$ cat config.mk
export PLATFORM = sky130hd
export DESIGN_NAME = seg7_mmio_ctrl
export DESIGN_NICKNAME = d
export VERILOG_FILES = /design/src/rtl/skylark_seg7_pkg.sv /design/src/rtl/seg7_bin2bcd.sv /design/src/rtl/seg7_mmio_ctrl.sv
export SDC_FILE = /design/constraint.sdc
export NUM_CORES = 1
export LEC_CHECK = 0
export CELL_PAD_IN_SITES_DETAIL_PLACEMENT = 1
export CELL_PAD_IN_SITES_GLOBAL_PLACEMENT = 1
export CORE_MARGIN = 8
export CORE_UTILIZATION = 34
export CTS_BUF_LIST = sky130_fd_sc_hd__clkbuf_4 sky130_fd_sc_hd__clkbuf_8
export DETAILED_ROUTE_END_ITERATION = 6
export GPL_TIMING_DRIVEN = 0
export PLACE_DENSITY_LB_ADDON = 0.1
export SLEW_MARGIN = 20
export SYNTH_ARGS = -nofsm -noshare
export SYNTH_HDL_FRONTEND = slang
export SYNTH_HIERARCHICAL = 1
export SYNTH_SLANG_ARGS = --single-unit
export TNS_END_PERCENT = 100
$ cat constraint.sdc
create_clock -name clk -period 2.6 [get_ports clk]
set_clock_uncertainty 0.15 [all_clocks]
set_input_delay 0.39 -clock clk [delete_from_list [all_inputs] [get_ports clk]]
set_output_delay 0.39 -clock clk [all_outputs]
set_load 0.1 [all_outputs]
$ cat src/rtl/skylark_seg7_pkg.sv
// Shared register map, segment encodings and digit-code type for the 7-segment display controller.
package skylark_seg7_pkg;

  localparam logic [1:0] REG_VALUE  = 2'd0;
  localparam logic [1:0] REG_CTRL   = 2'd1;
  localparam logic [1:0] REG_DPMASK = 2'd2;
  localparam logic [1:0] REG_STATUS = 2'd3;

  localparam int CTRL_EN   = 0;
  localparam int CTRL_DEC  = 1;
  localparam int CTRL_LZB  = 2;
  localparam int STAT_BUSY = 0;
  localparam int STAT_OVF  = 1;

  localparam logic [6:0] SEG_DASH  = 7'b0111111;
  localparam logic [6:0] SEG_BLANK = 7'h7F;

  // Active-low GFEDCBA patterns, index 15 first so SEG_HEX[n] is glyph n.
  localparam logic [15:0][6:0] SEG_HEX = {
    7'h0E, 7'h06, 7'h21, 7'h46, 7'h03, 7'h08, 7'h10, 7'h00,
    7'h78, 7'h02, 7'h12, 7'h19, 7'h30, 7'h24, 7'h79, 7'h40
  };

  typedef struct packed {
    logic       blank;
    logic       dash;
    logic [3:0] val;
  } digit_t;

  function automatic logic [6:0] seg_encode(input digit_t d);
    if (d.blank)     return SEG_BLANK;
    else if (d.dash) return SEG_DASH;
    else             return SEG_HEX[d.val];
  endfunction

endpackage

$ cat src/rtl/seg7_bin2bcd.sv
// Sequential double-dabble: 32-bit binary to 10 BCD digits, one bit per cycle, 32 busy cycles.
// done is asserted during the last busy cycle with bcd already holding the final result.
module seg7_bin2bcd (
  input  logic        clk,
  input  logic        reset_n,
  input  logic        start,
  input  logic [31:0] bin,
  output logic        busy,
  output logic        done,
  output logic [39:0] bcd
);

  logic [31:0] sh_q;
  logic [38:0] acc_q;
  logic [4:0]  cnt_q;
  logic        busy_q;
  logic [35:0] adj;

  // The top digit of a 32-bit value never exceeds 4, so it needs no add-3 stage and its MSB stays zero.
  always_comb begin
    adj = '0;
    for (int i = 0; i < 9; i++) begin
      adj[4*i +: 4] = (acc_q[4*i +: 4] >= 4'd5) ? acc_q[4*i +: 4] + 4'd3 : acc_q[4*i +: 4];
    end
  end

  assign bcd  = {acc_q[38:36], adj, sh_q[31]};
  assign busy = busy_q;
  assign done = busy_q & (cnt_q == 5'd31) & ~start;

  always_ff @(posedge clk or negedge reset_n) begin
    if (!reset_n) begin
      sh_q   <= '0;
      acc_q  <= '0;
      cnt_q  <= '0;
      busy_q <= 1'b0;
    end else if (start) begin
      sh_q   <= bin;
      acc_q  <= '0;
      cnt_q  <= '0;
      busy_q <= 1'b1;
    end else if (busy_q) begin
      acc_q <= bcd[38:0];
      sh_q  <= {sh_q[30:0], 1'b0};
      cnt_q <= cnt_q + 5'd1;
      if (cnt_q == 5'd31) busy_q <= 1'b0;
    end
  end

endmodule

$ cat src/rtl/seg7_mmio_ctrl.sv
// Memory-mapped multi-digit 7-segment controller: hex or decimal (double-dabble) display with scan.
// Shadow loads one edge after a VALUE/CTRL write (hex) or when BUSY falls (decimal); outputs registered.
module seg7_mmio_ctrl
  import skylark_seg7_pkg::*;
#(
  parameter int NUM_DIGITS  = 4,
  parameter int REFRESH_DIV = 262144
) (
  input  logic                  clk,
  input  logic                  reset_n,
  input  logic                  sel,
  input  logic                  we,
  input  logic [1:0]            addr,
  input  logic [31:0]           wdata,
  output logic [31:0]           rdata,
  output logic [NUM_DIGITS-1:0] an,
  output logic [6:0]            seg,
  output logic                  dp
);

  localparam int DIV_W = $clog2(REFRESH_DIV);
  localparam int IDX_W = (NUM_DIGITS > 1) ? $clog2(NUM_DIGITS) : 1;

  logic [31:0]           value_q;
  logic                  en_q, dec_q, lzb_q;
  logic [NUM_DIGITS-1:0] dpmask_q;
  logic                  upd_q;
  logic                  ovf_q;
  digit_t [NUM_DIGITS-1:0] shadow_q, load_dig;
  logic                  load_ovf, conv_ovf, zero_above;
  logic [DIV_W-1:0]      div_q;
  logic [IDX_W-1:0]      idx_q;
  logic                  conv_busy, conv_done;
  logic [39:0]           conv_bcd;
  digit_t                cur;
  logic                  lit;
  logic                  wr;

  assign wr = sel & we;

  seg7_bin2bcd u_bin2bcd (
    .clk    (clk),
    .reset_n(reset_n),
    .start  (upd_q & dec_q),
    .bin    (value_q),
    .busy   (conv_busy),
    .done   (conv_done),
    .bcd    (conv_bcd)
  );

  always_comb begin
    rdata = '0;
    if (sel) begin
      case (addr)
        REG_VALUE:  rdata = value_q;
        REG_CTRL:   rdata[2:0] = {lzb_q, dec_q, en_q};
        REG_DPMASK: rdata[NUM_DIGITS-1:0] = dpmask_q;
        default:    rdata[1:0] = {ovf_q, conv_busy};
      endcase
    end
  end

  // Candidate shadow contents from whichever source the current mode selects.
  always_comb begin
    conv_ovf = 1'b0;
    for (int i = NUM_DIGITS; i < 10; i++) begin
      conv_ovf = conv_ovf | (conv_bcd[4*i +: 4] != 4'd0);
    end
    load_ovf = dec_q & conv_ovf;
    load_dig = '0;
    for (int i = 0; i < NUM_DIGITS; i++) begin
      load_dig[i].val  = dec_q ? conv_bcd[4*i +: 4] : value_q[4*i +: 4];
      load_dig[i].dash = load_ovf;
    end
    zero_above = 1'b1;
    for (int i = NUM_DIGITS - 1; i >= 1; i--) begin
      zero_above         = zero_above & (load_dig[i].val == 4'd0);
      load_dig[i].blank  = lzb_q & ~load_ovf & zero_above;
    end
  end

  always_ff @(posedge clk or negedge reset_n) begin
    if (!reset_n) begin
      value_q  <= '0;
      en_q     <= 1'b1;
      dec_q    <= 1'b0;
      lzb_q    <= 1'b0;
      dpmask_q <= '0;
      upd_q    <= 1'b0;
      shadow_q <= '0;
      ovf_q    <= 1'b0;
    end else begin
      if (wr) begin
        case (addr)
          REG_VALUE:  value_q <= wdata;
          REG_CTRL: begin
            en_q  <= wdata[CTRL_EN];
            dec_q <= wdata[CTRL_DEC];
            lzb_q <= wdata[CTRL_LZB];
          end
          REG_DPMASK: dpmask_q <= wdata[NUM_DIGITS-1:0];
          default: ;
        endcase
      end
      upd_q <= wr & ((addr == REG_VALUE) | (addr == REG_CTRL));
      if ((upd_q & ~dec_q) | (conv_done & dec_q)) begin
        shadow_q <= load_dig;
        ovf_q    <= load_ovf;
      end
    end
  end

  always_ff @(posedge clk or negedge reset_n) begin
    if (!reset_n) begin
      div_q <= '0;
      idx_q <= '0;
    end else if (div_q == DIV_W'(REFRESH_DIV - 1)) begin
      div_q <= '0;
      idx_q <= (idx_q == IDX_W'(NUM_DIGITS - 1)) ? '0 : idx_q + IDX_W'(1);
    end else begin
      div_q <= div_q + DIV_W'(1);
    end
  end

  assign cur = shadow_q[idx_q];
  assign lit = en_q & ~cur.blank;

  always_ff @(posedge clk or negedge reset_n) begin
    if (!reset_n) begin
      an  <= '1;
      seg <= SEG_BLANK;
      dp  <= 1'b1;
    end else begin
      an  <= lit ? ~(NUM_DIGITS'(1) << idx_q) : '1;
      seg <= seg_encode(cur);
      dp  <= lit ? ~dpmask_q[idx_q] : 1'b1;
    end
  end

endmodule

==> results.sh <==
export IMPL_multiInputGateArea_um2=4530
export IMPL_cp_required_ns=2.84
export IMPL_cp_cell_sequence="inv_1, ha_4, nor2b_2, nor3_1, a21o_1, nor4_4, nand4_1, buf_4, nor3_4, o211ai_1, o21ai_1"
export IMPL_finalMaxSlewViolations=0
export IMPL_max_slew_worst_pin_slew_ns=0.967
export IMPL_core_area_um2=26000
export IMPL_async_reset_ff_share_pct=100
export IMPL_dr_first_iter_drc_count=298
export IMPL_power_mw=12.2
export IMPL_vias=6880
export IMPL_grt_usage_pct=16.6
export IMPL_n_fill_cell=2937
export IMPL_hold_violations=0
export IMPL_clk_pin_slew_ns=0.11
export IMPL_synth_top_area_share_pct=43.5
export IMPL_place_hpwl_mm=18.3
export IMPL_dr_pass1_iters=4
export IMPL_postRouteAntennaNets=0
export IMPL_finalCriticalPeriod_ns=2.54
export IMPL_power_density_nw_per_um2=1110
export IMPL_synth_cell_types=49
export IMPL_fin_tns_setup_ns=0
export IMPL_max_freq_mhz=393
export IMPL_critPathKind="register to register"
export IMPL_synth_seq_cells=169
export IMPL_setup_viol=0
export IMPL_antennaDiodeCount=0
export IMPL_grt_max_degree=87
export IMPL_ff_latch_area_um2=4250
export IMPL_grt_pass1_wl_mm=41.4
export IMPL_sequentialPowerShare_pct=36.1
export IMPL_internal_power_mw=6.89
export IMPL_clockPowerShare_pct=16.4
export IMPL_clk_latency_ns=0.47
export IMPL_chipWidth_um=179
export IMPL_switchingPower_mw=5.29
export IMPL_critPathLaunchType="register"
export IMPL_dieArea_um2=31900
export IMPL_clock_sinks=169
export IMPL_cts_root_buf="clkbuf_8"
export IMPL_peakVddDrop_uv=626
export IMPL_gp_congestion=0.752
export IMPL_relSlewSlack_pct=35.8
export IMPL_design_area_um2=10900
export IMPL_hold_class="primary input to register"
export IMPL_clock_path_buffers=2
export IMPL_grt_antenna_before_repair=1
export IMPL_port_buffers=80
export IMPL_ys_seq_area_share_pct=47.3
export IMPL_die_y_um=179
export IMPL_dp_slack_ns=-1.48
export IMPL_synthCells=874
export IMPL_grt_pass1_vias=7406
export IMPL_wire_per_inst_um=19.1
export IMPL_numCtsBuffers=17
export IMPL_initial_utilization_pct=34.6
export IMPL_cts_tree="done"
export IMPL_p_leak_nw=4.93
export IMPL_finalNetCount=1056
export IMPL_cap_violations=0
export IMPL_place_area_um2=10200
export IMPL_wl_mm=25.5
export IMPL_slowest_stage="dfrtp_2"
export IMPL_setup_worst_path_end_class="register"
export IMPL_area_growth_syn_to_layout_pct=21.8
export IMPL_cp_max_fo=5
export IMPL_netlist_area_um2=8980
export IMPL_io_pins=82
export IMPL_syn_avg_cell_area_um2=10.3
export IMPL_ys_warnings_count=6
export IMPL_status="completed"
export IMPL_vias_per_cell=5.15
export IMPL_placementRows=59
export IMPL_period_share_pct=97.8
export IMPL_synth_edf_count=0
export IMPL_p_sw_share_pct=43.5
export IMPL_slowest_delay_ns=0.44
export IMPL_rsz0062_at_grt="yes"
export IMPL_drc=0
export IMPL_syn_num_nets=943
export IMPL_drive_above_1_share_pct=20.9
export IMPL_setup_ws_ns=0.0574
export IMPL_arrival_ns=2.78
export IMPL_combinationalPowerShare_pct=47.5
export IMPL_htree_levels=4
export IMPL_grt_overflow=0
export IMPL_synth_top_cells_by_area="dfrtp_1 (43%), mux2i_1 (7.2%), nand2_1 (5.1%)"
export IMPL_synthFlopType="dfrtp_1"
export IMPL_synth_top_area_cell="dfrtp_1"
-- sequential cells by signal, summed over array words and instances, names as in the netlist --
register / count
div_q: 18
dec_q: 1
seg: 7
dp: 1
upd_q: 1
u_bin2bcd/busy: 1
lzb_q: 1
an: 4
u_bin2bcd/acc_q: 39
shadow_q: 20
idx_q: 2
value_q: 32
u_bin2bcd/cnt_q: 5
dpmask_q: 4
en_q: 1
u_bin2bcd/sh_q: 32
-- area by class of cell --
| class | instances | area share (%) |
|---|---|---|
| Tap cell | 335 | 3.83 |
| Sequential cell | 169 | 38.9 |
| Timing Repair Buffer | 95 | 8.04 |
| Clock buffer | 19 | 2.33 |
| Clock inverter | 13 | 1.43 |
| Buffer | 50 | 3.21 |
| Multi-Input combinational cell | 630 | 41.5 |
| Inverter | 24 | 0.824 |
-- Yosys cell counts (all sizes together) (7+ instances only) --
| cell type | number |
|---|---|
| clkbuf | 22 |
| ha | 31 |
| xor2 | 11 |
| mux4 | 7 |
| nand3 | 13 |
| a31oi | 9 |
| dfstp | 13 |
| mux2 | 43 |
| mux2i | 65 |
| and2 | 35 |
| nand2 | 123 |
| nor4 | 9 |
| nor2 | 49 |
| a311oi | 10 |
| a21oi | 21 |
| or4 | 11 |
| nand4b | 10 |
| inv | 24 |
| nand2b | 18 |
| xnor2 | 16 |
| o311ai | 10 |
| o21ai | 75 |
| o21a | 9 |
| buf | 29 |
| dfrtp | 156 |
-- worst max-delay path, delay by kind of cell (launching register included) --
| kind | cells | cell delay, ns |
|---|---|---|
| flip-flops | 1 | 0.44 |
| AND/OR/NAND/NOR | 5 | 0.86 |
| buffers and inverters | 2 | 0.29 |
| AO/OA/AOI/OAI | 3 | 0.57 |
| adder cells (fa/ha/maj) | 1 | 0.16 |
-- layout by cell type, fill, tap and decap left out, types with 10 or more instances in the layout --
cell type and instances:
dfrtp_1 152, clkbuf_8 21, nand2_1 123, mux2_2 41
ha_1 27, nand2b_1 17, nand4b_1 10, dfstp_2 13
xor2_1 11, nor2_1 48, buf_4 40, mux2i_1 64
nand3_1 13, o21ai_0 71, or4_1 11, clkdlybuf4s50_1 33
dlygate4sd2_1 14, and2_1 35, inv_1 19, buf_2 12
xnor2_1 16, a21oi_1 14, buf_6 10, a311oi_1 10
clkbuf_1 14
-- path summary, 6_finish.rpt --
check / from / end / slack, ns / depth (start not counted)
max reg2reg: u_bin2bcd/acc_q[12] / shadow_q[11] / 0.06 / 11
min in group asynchronous: reset_n / div_q[7] / 0.34 / 2
max in group asynchronous: reset_n / u_bin2bcd/acc_q[16] / 1.07 / 3
min: addr[1] / upd_q / 0.08 / 2
min reg2reg: div_q[16] / div_q[16] / 0.32 / 1
max: u_bin2bcd/acc_q[12] / shadow_q[11] / 0.06 / 11
-- power groups by stage --
| stage | registers [mW] | clock network, mW | logic [mW] |
|---|---|---|---|
| after floorplan | 4.50 | 0 | 3.78 |
| final | 4.40 | 2.00 | 5.78 |
| after CTS | 4.37 | 2.10 | 5.56 |
| after detailed placement | 4.39 | 0 | 5.49 |
| after global routing | 4.53 | 2.18 | 6.41 |
| after global placement | 4.37 | 0 | 5.38 |
-- per-layer routing --
metal / track usage (%) / vias to the layer above / share of wire, %
met5: 0 / - / 0.051
met4: 4.13 / 2 / 0.60
met3: 3.45 / 11 / 3.7
met2: 26.9 / 91 / 48
met1: 22.1 / 3485 / 47
li1: - / 3291 / -
-- timing repair --
| action | CTS | global route |
|---|---|---|
| resized for setup | 216 | 30 |
| hold buffers | 1 | 0 |
| hold endpoints to repair | 72 | 0 |
| pin swaps | 2 | 11 |
| endpoints found under the setup margin | 102 | 22 |
| setup buffers | 3 | 10 |
-- stage by stage --
stage	cells	util [%]	hold slack [ns]
CTS	1325	41.4	0.0398
finish	1335	42.1	0.0842
floorplan	874	-	-0.0556
global placement	1289	39.3	0.309
global route	1335	42.1	0.0924
detailed placement	1290	39.4	0.295
-- logic make-up (layout without fill, tap and decap cells) --
kind of cell	Yosys count	in the layout	share of synthesized area [%]
XOR/XNOR	27	27	2.63
adder cells (fa/ha/maj)	31	31	4.32
AO/OA/AOI/OAI	151	151	10.2
AND/OR/NAND/NOR	306	306	16.8
buffers and inverters	75	201	4.15
multiplexers	115	115	14.5
flip-flops	169	169	47.3
Power figures use the tool's default switching activity.
